### config.mk
export PLATFORM = sky130hd
export DESIGN_NAME = dispatch_ctrl
export DESIGN_NICKNAME = d
export VERILOG_FILES = /design/src/rtl/dispatch_ctrl_pkg.sv /design/src/rtl/dispatch_ctrl_min4_sat.sv /design/src/rtl/dispatch_ctrl.sv
export SDC_FILE = /design/constraint.sdc
export NUM_CORES = 1
export LEC_CHECK = 0
export ABC_CLOCK_PERIOD_IN_PS = 9600
export CORE_UTILIZATION = 41
export CTS_BUF_LIST = sky130_fd_sc_hd__clkbuf_8
export CTS_CLUSTER_SIZE = 28
export DETAILED_ROUTE_END_ITERATION = 16
export PLACE_DENSITY = 0.84
export RECOVER_POWER = 100
export SETUP_SLACK_MARGIN = 0.4
export SLEW_MARGIN = 0
export SYNTH_ARGS = -nofsm -noshare
export SYNTH_HDL_FRONTEND = slang
export SYNTH_SLANG_ARGS = --single-unit
### constraint.sdc
create_clock -name clock -period 9.6 [get_ports clock]
set_clock_uncertainty 0.2 [all_clocks]
set_input_delay 0.96 -clock clock [delete_from_list [all_inputs] [get_ports clock]]
set_output_delay 0.96 -clock clock [all_outputs]
set_load 0.05 [all_outputs]
### src/rtl/dispatch_ctrl_pkg.sv
// ---------------------------------------------------------------------------
// dispatch_ctrl_pkg : shared dispatch types, FSM encoding and width constants
// Revision: 1.0
// ---------------------------------------------------------------------------
`default_nettype none

`ifndef N_WAY
`define N_WAY 3
`endif

package dispatch_ctrl_pkg;

  localparam int DISP_N_WAY             = `N_WAY;
  localparam int DISP_CW                = $clog2(`N_WAY) + 1;
  localparam int RECOVER_CYCLES_DEFAULT = 2;

  typedef enum logic [1:0] {
    INIT    = 2'd0,
    RUN     = 2'd1,
    FLUSH   = 2'd2,
    RECOVER = 2'd3
  } DISP_CTRL_STATE;

  typedef struct packed {
    logic         valid;
    logic [31:0]  pc;
    logic [6:0]   dest_preg;
    logic [DISP_CW-1:0] slot;
  } DISPATCH_PACKET;

  typedef struct packed {
    logic        valid;
    logic        done;
    logic [6:0]  dest_preg;
    logic [6:0]  old_preg;
  } ROB_PACKET;

endpackage

`default_nettype wire

### src/rtl/dispatch_ctrl_min4_sat.sv
// ---------------------------------------------------------------------------
// min4_sat : minimum of four resource counts, each saturated to N_WAY first
// Revision: 1.0
// ---------------------------------------------------------------------------
`default_nettype none

module min4_sat #(
  parameter int N_WAY = 3,
  parameter int CW    = $clog2(N_WAY) + 1
) (
  input  logic [CW-1:0] a_i,
  input  logic [CW-1:0] b_i,
  input  logic [CW-1:0] c_i,
  input  logic [CW-1:0] d_i,
  output logic [CW-1:0] min_o
);

  localparam logic [CW-1:0] MAXV = CW'(N_WAY);

  logic [CW-1:0] a_s;
  logic [CW-1:0] b_s;
  logic [CW-1:0] c_s;
  logic [CW-1:0] d_s;
  logic [CW-1:0] ab_min;
  logic [CW-1:0] cd_min;

  always_comb begin
    a_s    = (a_i > MAXV) ? MAXV : a_i;
    b_s    = (b_i > MAXV) ? MAXV : b_i;
    c_s    = (c_i > MAXV) ? MAXV : c_i;
    d_s    = (d_i > MAXV) ? MAXV : d_i;
    ab_min = (a_s < b_s) ? a_s : b_s;
    cd_min = (c_s < d_s) ? c_s : d_s;
    min_o  = (ab_min < cd_min) ? ab_min : cd_min;
  end

endmodule

`default_nettype wire

### src/rtl/dispatch_ctrl.sv
// ---------------------------------------------------------------------------
// dispatch_ctrl : superscalar dispatch grant and branch-recovery sequencer.
// Optional statistics counters enabled by DISPATCH_CTRL_STATS_EN.
// Revision: 1.0
// ---------------------------------------------------------------------------
`default_nettype none

module dispatch_ctrl
  import dispatch_ctrl_pkg::*;
#(
  parameter int N_WAY          = `N_WAY,
  parameter int RECOVER_CYCLES = RECOVER_CYCLES_DEFAULT,
  localparam int CW            = $clog2(N_WAY) + 1
) (
  input  logic             clock,
  input  logic             reset,
  input  logic [CW-1:0]    req_num,
  input  logic [CW-1:0]    free_num,
  input  logic [CW-1:0]    empty_rob,
  input  logic [CW-1:0]    rs_free,
  input  logic             branch_haz,
  output logic [CW-1:0]    dispatch_num,
  output logic [N_WAY-1:0] dispatch_en,
  output logic             fetch_stall,
  output logic             flush,
  output logic [1:0]       ctrl_state
`ifdef DISPATCH_CTRL_STATS_EN
  ,
  output logic [31:0]      stall_cycles,
  output logic [31:0]      disp_total
`endif
);

  DISP_CTRL_STATE state_q, state_d;
  logic [3:0]     cnt_q, cnt_d;
  logic [CW-1:0]  grant;

  min4_sat #(
    .N_WAY (N_WAY),
    .CW    (CW)
  ) u_min4_sat (
    .a_i   (req_num),
    .b_i   (free_num),
    .c_i   (empty_rob),
    .d_i   (rs_free),
    .min_o (grant)
  );

  always_ff @(posedge clock or negedge reset) begin
    if (!reset) begin
      state_q <= INIT;
      cnt_q   <= 4'd0;
    end else begin
      state_q <= state_d;
      cnt_q   <= cnt_d;
    end
  end

  always_comb begin
    state_d = state_q;
    cnt_d   = cnt_q;
    unique case (state_q)
      INIT: state_d = RUN;
      RUN: begin
        if (branch_haz) state_d = FLUSH;
      end
      FLUSH: begin
        if (!branch_haz) begin
          state_d = RECOVER;
          cnt_d   = 4'(RECOVER_CYCLES - 1);
        end
      end
      RECOVER: begin
        // A new mispredict restarts the whole flush/recover sequence.
        if (branch_haz) begin
          state_d = FLUSH;
        end else if (cnt_q == 4'd0) begin
          state_d = RUN;
        end else begin
          cnt_d = cnt_q - 4'd1;
        end
      end
      default: state_d = INIT;
    endcase
  end

  always_comb begin
    dispatch_num = ((state_q == RUN) && !branch_haz) ? grant : '0;
    fetch_stall  = (state_q != RUN) || branch_haz || (dispatch_num < req_num);
    flush        = (state_q == FLUSH);
    ctrl_state   = state_q;
    for (int i = 0; i < N_WAY; i++) begin
      dispatch_en[i] = (CW'(i) < dispatch_num);
    end
  end

`ifdef DISPATCH_CTRL_STATS_EN
  logic [31:0] stall_cycles_q;
  logic [31:0] disp_total_q;

  always_ff @(posedge clock or negedge reset) begin
    if (!reset) begin
      stall_cycles_q <= 32'd0;
      disp_total_q   <= 32'd0;
    end else begin
      if (fetch_stall && (req_num != '0)) stall_cycles_q <= stall_cycles_q + 32'd1;
      disp_total_q <= disp_total_q + 32'(dispatch_num);
    end
  end

  assign stall_cycles = stall_cycles_q;
  assign disp_total   = disp_total_q;
`endif

endmodule

`default_nettype wire

=== Word level (Yosys, flattened, before mapping) ===
Cells that the tools add are included.

* Flip-flop bits (word level): 6
* Latch bits: 0
* RAM bits: 0
* ROM bits: 0
* Bits of input ports: 15
* Output and inout port bits: 10
* Word-level logic and storage cells: 49
* Memories kept: 0

* Add/subtract/negate cells: 1
* Multipliers: 0
* Divide/modulo/power cells: 0
* $lt $le $gt $ge: 11
* Eq/ne operators: 9
* Shift-type cells: 0
* Mux-type cells: 17
* Bitwise operators: 0
* Reductions and logical operators: 9

{| class="wikitable"
|+ Operators with widths
! cell !! number
|-
| 3-bit 2-to-1 mux || 8
|-
| 3-bit by 2-bit greater-than comparator with 1-bit output (second input constant) || 4
|-
| 3-bit < comparator || 4
|-
| 4-bit 2-to-1 mux || 3
|-
| 2-bit 2-to-1 mux || 4
|-
| 2-bit inequality test (second input constant) || 4
|-
| 2-bit one-hot mux with 4 select lines || 1
|-
| 4-bit one-hot mux with 2 select lines || 1
|-
| 1-bit by 3-bit < comparator with 1-bit output (first input constant) || 2
|-
| 2-bit equality test (second input constant) || 2
|-
| 4-bit zero test || 1
|-
| 4-bit AND reduction || 1
|-
| 4-bit by 1-bit subtractor with 4-bit output (second input constant) || 1
|-
| 2-bit by 3-bit < comparator with 1-bit output (first input constant) || 1
|-
| 3-bit inequality test (second input constant) || 1
|-
| 3-bit AND reduction || 1
|-
| 2-bit by 1-bit equality test with 1-bit output (second input constant) || 1
|-
| 2-bit zero test || 1
|-
| 1-bit logical OR || 2
|-
| 2-bit by 1-bit inequality test with 1-bit output (second input constant) || 1
|-
| 2-bit nonzero test || 1
|-
| 1-bit logical AND || 1
|-
| 1-bit zero test || 1
|}

=== Longest topological paths before layout ===
* Word-level depth: 9
* Mapped depth: 17
* Depth with buffers taken out: 17

=== Cells and area by module ===
A second synthesis with hierarchy kept.

* Cell total of the unflattened synthesis: 93
* Area total of the unflattened synthesis: 759.5 µm²

{| class="wikitable"
|+ By module, submodules not included
! module !! instances !! cells each !! area each (µm²) !! seq. area each (µm²)
|-
| dispatch_ctrl || 1 || 45 || 432.9 || 150.1
|-
| min4_sat || 1 || 48 || 326.6 || 0.0
|}

=== Worst setup path before layout ===
No wires, ideal clock.

* Path kind: input -> output
* Start: input empty_rob[2]
* End: output fetch_stall
* Data arrival time: 5.071 ns
* Required time: 8.440 ns
* Setup slack: 3.369 ns
* Stages on the path: 17
* Buffers on the path: 0
* Cell sequence: nor2_1 > inv_1 > ha_1 > o311a_1 > a211oi_1 > mux2i_1 > inv_1 > ha_1 > nor2b_1 > o21ai_1 > nand2b_1 > mux2i_2 > nor2_1 > ha_1 > nand2_1 > a21oi_1 > o21ai_0

* Longest elaborated chain between the ends: 9

{| class="wikitable"
|+ RTL lines
! what !! line !! text
|-
| start: declaration || dispatch_ctrl.sv:19 || <nowiki>input logic [CW-1:0] empty_rob,</nowiki>
|-
| 3-bit by 2-bit greater-than comparator with 1-bit output || dispatch_ctrl_min4_sat.sv:30 || <nowiki>c_s = (c_i > MAXV) ? MAXV : c_i;</nowiki>
|-
| 3-bit 2-to-1 mux * || dispatch_ctrl_min4_sat.sv:30 ||
|-
| 3-bit < comparator || dispatch_ctrl_min4_sat.sv:33 || <nowiki>cd_min = (c_s < d_s) ? c_s : d_s;</nowiki>
|-
| 3-bit 2-to-1 mux * || dispatch_ctrl_min4_sat.sv:33 ||
|-
| 3-bit < comparator || dispatch_ctrl_min4_sat.sv:34 || <nowiki>min_o = (ab_min < cd_min) ? ab_min : cd_min;</nowiki>
|-
| 3-bit 2-to-1 mux * || dispatch_ctrl_min4_sat.sv:34 ||
|-
| 3-bit 2-to-1 mux * || dispatch_ctrl.sv:88 || <nowiki>dispatch_num = ((state_q == RUN) && !branch_haz) ? grant : '0;</nowiki>
|-
| net dispatch_num[1] || dispatch_ctrl.sv:22 || <nowiki>output logic [CW-1:0] dispatch_num,</nowiki>
|-
| 3-bit < comparator * || dispatch_ctrl.sv:89 || <nowiki>fetch_stall = (state_q != RUN) || branch_haz || (dispatch_num < req_num);</nowiki>
|-
| 1-bit logical OR * || dispatch_ctrl.sv:89 ||
|-
| end: declaration || dispatch_ctrl.sv:24 || <nowiki>output logic fetch_stall,</nowiki>
|}

Mark *: on every way through the listed nets, which the timed path passes. The rest lies on a longest branch.

=== Worst setup path after layout ===
* Start: input empty_rob[2]
* End: output fetch_stall

* Longest elaborated chain between the ends: 9

{| class="wikitable"
|+ RTL lines
! what !! line
|-
| 3-bit by 2-bit greater-than comparator with 1-bit output || dispatch_ctrl_min4_sat.sv:30
|-
| 3-bit 2-to-1 mux * || dispatch_ctrl_min4_sat.sv:30
|-
| 3-bit < comparator || dispatch_ctrl_min4_sat.sv:33
|-
| 3-bit 2-to-1 mux * || dispatch_ctrl_min4_sat.sv:33
|-
| 3-bit < comparator || dispatch_ctrl_min4_sat.sv:34
|-
| 3-bit 2-to-1 mux * || dispatch_ctrl_min4_sat.sv:34
|-
| 3-bit 2-to-1 mux * || dispatch_ctrl.sv:88
|-
| 3-bit < comparator * || dispatch_ctrl.sv:89
|-
| 1-bit logical OR * || dispatch_ctrl.sv:89
|}

Mark *: on every way between the ends. The rest lies on a longest branch, timed or not.

==> impl_metrics.toml <==
[sta]
clock.fmax_mhz = 160
relSlewSlack_pct = 36.2
finalMaxSlewViolations = 0
fin_tns_setup_ps = 0
period_minus_slack_ps = 6260
worstMarginPinSlew_ps = 953
hold_violations = 0
setup_viol = 0
worst_slack_ps = 3340
timing.final.crit_share_pct = 65.2
rsz0062_at_grt = "false"

[clocking]
ctsLongestPathBuffers = 2
clkTransAtPathRegs_ps = 40
cts_inserted_buffers = 3
clock_sinks = 6
cts_tree = "done"
cts-hold-fix-buffers = 0
insertion_delay_ps = 220
cts_resized = 0
root_buffer = "clkbuf_8"
htreeDepth = 1
postCtsSetupBuffers = 0

[critical_path]
crit_path_start_kind = "input pin"
crit_path_max_fanout = 4
critPathRequiredTime_ps = 8440
cp_data_arrival_time_ps = 5100
cp-end-kind = "output port"
crit_type = "in2out"

[cells_and_area]
diodes = 0
area_delta_synth_final_pct = 44.1
fin_area_sq_um = 1060
fin_util_pct = 66.4
drive_above_1_share_pct = 5.56
fillers = 137
nNetsFinal = 156
regArea_sq_um = 150
multiInputGateArea_sq_um = 562

[logic_synthesis]
yosysSeqAreaShare_pct = 20.4
synth_ff_type = "dfrtp_1"
synth_cells = 94
synth.most_common_cell = "ha_1"
yosys.area.top_type_share_pct = 22.1
synth_common_cells = "13 x ha_1, 12 x inv_1, 10 x nor2_1"
synth_edf_count = 0
synth_area_leaders = "ha_1 22%, dfrtp_1 20%, inv_1 6.1%"
synthDistinctLibCells = 31
yosys.area.top_type = "ha_1"
ys_seq_elements = 6
synth.yosys.warnings = 0
synth.avg_cell_area_sq_um = 7.81
synthArstFlopShare_pct = 100
synth_area_sq_um = 734

[die]
start_util_pct = 46.1
io_pins = 25
core_area_sq_um = 1590
die-area_sq_um = 1960
dieWidth_um = 44.3
die_h_um = 44.3
rows = 14

[routing]
first_pass_iters = 4
viasPerCell = 5.11
wl_per_cell_um = 10.4
vias = 767
ant_nets = 0
drc = 0
drtIter0Drc = 7
drt-total-wl_mm = 1.56

[grt]
grt_use_total_pct = 19.2
met3_usage_pct = 6.12
grt_pass1_vias = 729
gr-usage-met1_pct = 21.5
grt_max_degree = 8
use_met2_pct = 34.4
top_usage_layer = "met2"
antenna_found_initial = 0
grt_overflow = 0
grt_pass1_wl_mm = 2.83

[pwr]
ir_drop_mv = 0.0782
p_int_uw = 103
switching_share_pct = 43.8
power.leakage_uw = 0.000517
powerDensity_nw_per_um2 = 173
p_sw_uw = 80.4
p_total_uw = 184
clkPwrFrac_pct = 20.5
p_comb_share_pct = 54.3
p_seq_share_pct = 25.2

[placed_design]
postPlaceCellArea_sq_um = 1020
gp_congestion = 0.822
detailed_place_hpwl_mm = 1.32
io_buffer_count = 23
pre_cts_slack_ps = 3400

[outcome]
status = "finished, final reports clean"

[flow_run]
cap_violations = 0

[min_path]
hp-class = "reg2reg"
-- metal layers --
| layer | up-vias | wire length (um) |
|---|---|---|
| met5 | - | 0 |
| met4 | 0 | 6 |
| met3 | 2 | 101 |
| met2 | 24 | 786 |
| met1 | 346 | 664 |
| li1 | 395 | - |
-- cells in the final DEF (no fill, tap or decap), types with 2 or more instances in the layout --
master and instances:
dfrtp_1 6, conb_1 8, o21ai_0 5, dlygate4sd3_1 11, nor2_1 10, nand2_1 5
ha_1 13, a22o_1 2, or3_1 4, inv_1 12, or2_2 3, nor3_1 3
a21o_1 3, clkbuf_8 3, nand2b_1 2, a21oi_1 6, nor2b_1 2, clkdlybuf4s50_1 12
-- through the flow --
step / hold slack (ps) / std cells
finish: 331 / 150
global route: 374 / 150
global placement: 307 / 147
CTS: 328 / 150
floorplan: 287 / 100
detailed placement: 332 / 147
-- final timing paths --
kind / startpoint / to / slack, ps / depth (start not counted)
max: empty_rob[2] / fetch_stall / 3340 / 19
max reg2reg: cnt_q[0] / cnt_q[3] / 7640 / 7
min reg2reg: cnt_q[1] / cnt_q[1] / 330 / 2
max in group asynchronous: reset / ctrl_state[0] / 8130 / 1
min: cnt_q[1] / cnt_q[1] / 330 / 2
min in group asynchronous: reset / cnt_q[3] / 850 / 1
-- cell type report --
cell class,count,area share (%)
inverters,12,4.26
flip-flops and latches,6,14.2
clock buffers,3,3.90
well taps,24,2.84
repair buffers,23,21.7
multi-input cells,82,53.1
-- kinds of logic after synthesis --
| family | synth area share [%] |
|---|---|
| adders and majority gates | 22.1 |
| DFF | 20.4 |
| other | 1.02 |
| buffers and inverters | 6.13 |
| and+or+nand+nor | 20.1 |
| AOI/OAI and AO/OA | 26.9 |
| muxes | 3.24 |
-- sequential cells by signal, indices dropped and copies added, names as in the netlist --
name	flops
cnt_q	4
ctrl_state	2
-- worst max-delay path: stages --
cell and delay (ps):
clkdlybuf4s50_1 450, nor2_1 170, inv_1 70, ha_1 310, o311a_1 130, a211oi_1 280, mux2i_1 300, inv_1 70
ha_1 260, nor2b_1 140, o21ai_1 80, nand2b_1 100, mux2i_2 290, nor2_1 100, ha_1 270, nand2_1 60
a21oi_1 40, o21ai_0 140, dlygate4sd3_1 890
-- power groups by stage --
stage / Clock [uW] / Sequential, uW / Combinational (uW)
6_report: 37.6 / 46.2 / 99.7
3_5_place_dp: 0 / 46.2 / 102
2_1_floorplan: 0 / 52.6 / 65.5
3_3_place_gp: 0 / 45.8 / 99.0
4_1_cts: 38.5 / 46.1 / 102
5_1_grt: 41.2 / 47.7 / 112
Power figures use the tool's default switching activity.
